**src/rtl/mpmc12_addr_gen.sv**
```systemverilog
// mpmc12 burst address generator: one aligned address per accepted beat, IDLE/RUN/DONE sequencing.
// Optional wrapping bursts are enabled by defining MPMC12_WRAP_BURST_EN.
module mpmc12_addr_gen #(
   parameter int WID  = 256,
   parameter int AWID = 30,
   parameter int LENW = 8
) (
   input  logic            i_clk,
   input  logic            i_rst,
   input  logic            i_start,
   input  logic            i_is_write,
   input  logic [1:0]      i_mode,
   input  logic [LENW-1:0] i_burst_len,
   input  logic [31:0]     i_addr_base,
   input  logic            i_abort,
   input  logic            i_rdy,
   input  logic            i_wdf_rdy,
   output logic [31:0]     o_addr,
   output logic            o_cmd_valid,
   output logic            o_last,
   output logic [LENW-1:0] o_beat_cnt,
   output logic            o_busy,
   output logic            o_done
);
   localparam int          INC_AMT = WID / 8;
   localparam int          ALIGN   = $clog2(INC_AMT);
   localparam logic [31:0] AMASK   = 32'((64'd1 << AWID) - 64'd1);
   localparam logic [31:0] LOMASK  = 32'(INC_AMT - 1);
   localparam logic [31:0] INC     = 32'(INC_AMT);

   typedef enum logic [1:0] {S_IDLE, S_RUN, S_DONE} state_t;

   state_t          r_state;
   logic [31:0]     r_addr;
   logic            r_cmd_valid;
   logic [LENW-1:0] r_beat_cnt;
   logic            r_busy;
   logic            r_done;
   logic            r_is_write;
   logic [1:0]      r_mode;
   logic [LENW-1:0] r_len;

   logic            w_accept;
   logic            w_at_end;
   logic [31:0]     w_next_addr;

   assign w_accept = r_cmd_valid & i_rdy & (r_is_write ? i_wdf_rdy : 1'b1);
   assign w_at_end = (r_beat_cnt == r_len);

`ifdef MPMC12_WRAP_BURST_EN
   logic [LENW:0] w_len_p1;
   logic          w_pow2;
   logic [31:0]   w_wmask;

   // Window mask is {len, ALIGN ones} because len+1 is a power of two.
   assign w_len_p1 = {1'b0, r_len} + 1'b1;
   assign w_pow2   = (r_len != '0) && ((w_len_p1 & {1'b0, r_len}) == '0);
   assign w_wmask  = (32'(r_len) << ALIGN) | LOMASK;
`endif

   always_comb begin
      w_next_addr = (r_addr + INC) & AMASK;
`ifdef MPMC12_WRAP_BURST_EN
      if (r_mode == 2'b10 && w_pow2)
         w_next_addr = ((r_addr & ~w_wmask) | ((r_addr + INC) & w_wmask)) & AMASK;
`endif
      if (r_mode == 2'b01)
         w_next_addr = r_addr;
   end

   always_ff @(posedge i_clk) begin
      if (i_rst || i_abort) begin
         r_state     <= S_IDLE;
         r_addr      <= '0;
         r_cmd_valid <= 1'b0;
         r_beat_cnt  <= '0;
         r_busy      <= 1'b0;
         r_done      <= 1'b0;
         r_is_write  <= 1'b0;
         r_mode      <= 2'b00;
         r_len       <= '0;
      end else begin
         case (r_state)
            S_IDLE: begin
               if (i_start) begin
                  r_is_write  <= i_is_write;
                  r_mode      <= i_mode;
                  r_len       <= i_burst_len;
                  r_addr      <= i_addr_base & AMASK & ~LOMASK;
                  r_beat_cnt  <= '0;
                  r_cmd_valid <= 1'b1;
                  r_busy      <= 1'b1;
                  r_state     <= S_RUN;
               end
            end
            S_RUN: begin
               if (w_accept) begin
                  if (w_at_end) begin
                     r_cmd_valid <= 1'b0;
                     r_done      <= 1'b1;
                     r_state     <= S_DONE;
                  end else begin
                     r_beat_cnt <= r_beat_cnt + 1'b1;
                     r_addr     <= w_next_addr;
                  end
               end
            end
            S_DONE: begin
               r_done     <= 1'b0;
               r_busy     <= 1'b0;
               r_addr     <= '0;
               r_beat_cnt <= '0;
               r_state    <= S_IDLE;
            end
            default: r_state <= S_IDLE;
         endcase
      end
   end

   assign o_addr      = r_addr;
   assign o_cmd_valid = r_cmd_valid;
   assign o_last      = r_cmd_valid & w_at_end;
   assign o_beat_cnt  = r_beat_cnt;
   assign o_busy      = r_busy;
   assign o_done      = r_done;
endmodule

```
**config.mk**
```make
export PLATFORM = sky130hd
export DESIGN_NAME = mpmc12_addr_gen
export DESIGN_NICKNAME = d
export VERILOG_FILES = /design/src/rtl/mpmc12_addr_gen.sv
export SDC_FILE = /design/constraint.sdc
export NUM_CORES = 1
export LEC_CHECK = 0
export CORE_UTILIZATION = 45
export CTS_BUF_LIST = sky130_fd_sc_hd__clkbuf_2 sky130_fd_sc_hd__clkbuf_4 sky130_fd_sc_hd__clkbuf_8
export CTS_CLUSTER_SIZE = 20
export DETAILED_ROUTE_END_ITERATION = 10
export PLACE_DENSITY = 0.77
export SLEW_MARGIN = 0
export SYNTH_ARGS = -nofsm -noshare
export SYNTH_HDL_FRONTEND = slang
export SYNTH_SLANG_ARGS = --single-unit
```
**constraint.sdc**
```tcl
create_clock -name i_clk -period 2.35 [get_ports i_clk]
set_input_delay 0.47 -clock i_clk [delete_from_list [all_inputs] [get_ports i_clk]]
set_output_delay 0.47 -clock i_clk [all_outputs]
set_load 0.05 [all_outputs]
```
==> flow_summary.yaml <==
run_status:
  status: "finished with violations"
  violations: "DRC"
timing:
  slew_viol_final: 0
  fin_crit_sh_pct: 94.8
  skew_ns: 0.0101
  fmax_mhz: 449
  tightest_slew_ns: 0.538
  fin_setup_tns_ns: 0
  rsz0062_at_grt: "false"
  relSlewSlack_pct: 64.0
  hold_violations: 0
  fin_crit_ns: 2.23
  setup_viol: 0
hold_path:
  min-delay-start: "r_is_write"
  hold_class: "reg2reg"
  hold_depth: 2
clock_tree:
  cts_made_buffers: 5
  cts-hold-fix-buffers: 0
  postCtsSetupBuffers: 0
  cts.sinks: 49
  cts_resized: 0
  clock_latency_ns: 0.32
  clockBufferDepth: 2
  clk_pin_slew_ns: 0.10
  h-tree-depth: 2
  cts_tree: "done"
  clock_tree.root_cell: "clkbuf_8"
route:
  drc_errors: 10
  wl_microns: 9120
  drtPass1Iterations: 8
  vias: 3361
  wire_per_inst_microns: 16.8
  drtIter0Drc: 282
  vias_per_cell: 6.19
  antenna_left: 0
setup_path:
  worst_setup_path_end_kind: "primary output"
  rrSetupSlack_ns: 0.23
  critPathLaunchType: "register"
  crit_arrival_ns: 1.76
  reg2reg_from: "o_addr[5]"
  reg2regPathDepth: 7
  path_class: "reg2out"
  cp_max_fo: 7
  crit_end: "o_last"
  critPathRequiredTime_ns: 1.88
  crit_start: "o_beat_cnt[0]"
  rr_endpoint: "o_addr[29]"
power:
  p_sw_uw: 748
  p_clk_share_pct: 25.8
  p_int_mw: 1.32
  power_mw: 2.07
  swShare_pct: 36.2
  p_leak_nw: 1.44
  seqPwrFrac_pct: 44.3
  power_per_cell_area_mw_per_mm2: 512
  vdd_drop_max_v: 0.000260
  p_comb_share_pct: 29.9
synth:
  synth-seq-area-share_pct: 32.5
  synth_area_per_cell_sq_um: 7.87
  yosys_warnings: 0
  synth-seq-cells: 49
  synth.distinct_cells: 57
  syn_area_sq_mm: 0.00302
  synthCells: 384
floorplan:
  start_util_pct: 47.0
  coreArea_sq_mm: 0.00642
  rows: 29
  ios: 93
  die_w_microns: 83.9
  die_height_microns: 83.9
  die_area_sq_mm: 0.00704
place:
  placedCellCount: 535
  dp_hpwl_microns: 6530
  port_buffers: 78
  place.gp.congestion: 0.866
layout:
  drive_gt1_share_pct: 10.1
  areaGrowthSynthToFinish_pct: 33.8
  nFillCells: 607
  instances_no_fill: 543
  finalNetCount: 520
  n_antenna_cell: 0
global_route:
  grt_max_degree: 27
  track_usage_pct: 26.1
  grt_overflow_total: 0
  grt_pass1_wl_microns: 15000
  antenna_found_initial: 0
  grt_pass1_vias: 3136
run:
  drv_cap: 0
==> cells in the final DEF (no fill, tap or decap), drive strengths merged, types with 2 or more instances in the layout <==
cell type / n
a211o: 2
a211oi: 9
a21oi: 40
a221oi: 2
a22oi: 9
a31oi: 12
and2: 3
and3: 9
and4: 5
buf: 24
clkbuf: 5
clkdlybuf4s50: 77
clkinv: 2
conb: 7
dfxtp: 49
ha: 6
inv: 10
nand2: 47
nand3: 15
nand4: 11
nor2: 22
nor2b: 5
nor3: 9
nor4: 8
o21ai: 7
o311ai: 15
o31a: 2
o31ai: 21
o32ai: 2
or2: 3
or4: 5
xnor2: 10
==> critical path: stages (launching register included) <==
cell and delay, ns:
dfxtp_1 0.50, xnor2_1 0.18, and4_1 0.36, and3_1 0.25
buf_12 0.15
==> registers in the layout, indices dropped and copies added (netlist names) <==
| name | count |
|---|---|
| o_done | 1 |
| r_mode | 2 |
| o_beat_cnt | 8 |
| r_len | 8 |
| o_cmd_valid | 1 |
| r_is_write | 1 |
| o_busy | 1 |
| r_state | 2 |
| o_addr | 25 |
==> power groups by stage <==
stage / logic (mW) / registers (mW) / clock network [mW]
2_1_floorplan: 0.290 / 1.02 / 0
3_3_place_gp: 0.599 / 0.932 / 0
3_5_place_dp: 0.607 / 0.935 / 0
4_1_cts: 0.610 / 0.916 / 0.549
5_1_grt: 0.660 / 0.924 / 0.576
6_report: 0.618 / 0.917 / 0.534
==> worst min path at each step <==
stage / endpoint / slack [ns]
after floorplan: r_mode[1] / 0.43
after global placement: r_is_write / 0.44
after detailed placement: r_is_write / 0.44
after CTS: r_is_write / 0.46
after global routing: r_is_write / 0.48
final: r_is_write / 0.46
==> cell families (layout without fill, tap and decap cells) <==
| group | count (synthesis) | in the layout | share of synthesized area [%] |
|---|---|---|---|
| AO/OA/AOI/OAI | 127 | 127 | 29.1 |
| adder cells (fa/ha/maj) | 6 | 6 | 2.49 |
| XOR/XNOR | 11 | 11 | 3.19 |
| buffers and inverters | 43 | 119 | 6.59 |
| other | 1 | 7 | 0.124 |
| flip-flops | 49 | 49 | 32.5 |
| AND/OR/NAND/NOR | 147 | 147 | 26.1 |
==> synthesized netlist by cell type (all sizes together) <==
library cell / instances / area share [%]
a211o: 2 / 0.58
a211oi: 9 / 2.2
a21oi: 40 / 6.6
a221oi: 2 / 0.99
a22oi: 9 / 2.2
a311oi: 1 / 0.29
a31oi: 12 / 2.5
a32o: 1 / 0.33
a32oi: 1 / 0.29
a41oi: 1 / 0.29
and2: 3 / 0.62
and3: 9 / 1.9
and4: 5 / 1.5
buf: 14 / 2.9
clkbuf: 19 / 2.4
clkinv: 1 / 0.12
conb: 1 / 0.12
dfxtp: 49 / 32
ha: 6 / 2.5
inv: 9 / 1.1
nand2: 47 / 5.9
nand2b: 1 / 0.21
nand3: 15 / 2.8
nand3b: 1 / 0.25
nand4: 11 / 2.5
nor2: 22 / 2.9
nor2b: 5 / 1.0
nor3: 9 / 1.7
nor4: 8 / 2.2
nor4b: 1 / 0.29
o21ai: 7 / 1.3
o221a: 1 / 0.37
o311a: 1 / 0.33
o311ai: 15 / 4.3
o31a: 2 / 0.58
o31ai: 21 / 5.2
o32ai: 2 / 0.58
or2: 3 / 0.62
or3: 1 / 0.21
or3b: 1 / 0.29
or4: 5 / 1.2
xnor2: 10 / 2.9
xor2: 1 / 0.29
==> per-layer routing <==
metal  track usage, %  share of wire (%)
met5                0                  0
met4             6.58                1.1
met3             3.46                7.2
met2             42.0                 46
met1             36.8                 45
==> per-stage QoR <==
stage               worst slack [ns]  instance area (sq um)  hold WS (ns)  utilization [%]
floorplan                      0.214                   3040         0.431                -
global placement              0.0548                   3950         0.440             61.5
detailed placement           -0.0161                   3950         0.444             61.5
CTS                            0.135                   4040         0.459             62.9
global route                  0.0254                   4040         0.480             62.9
finish                         0.123                   4040         0.457             62.9
==> cell type report <==
type                       instances  area (sq um)  area share (%)
inverter                          10          37.5           0.929
sequential                        49           981            24.3
clock inverter                     3          25.0           0.619
multi-input combinational        298          1870            46.3
clock buffer                       5          68.8            1.70
tap                               77          96.3            2.38
timing repair buffer             101           963            23.8
No activity file was read; power rests on OpenSTA's default activity.
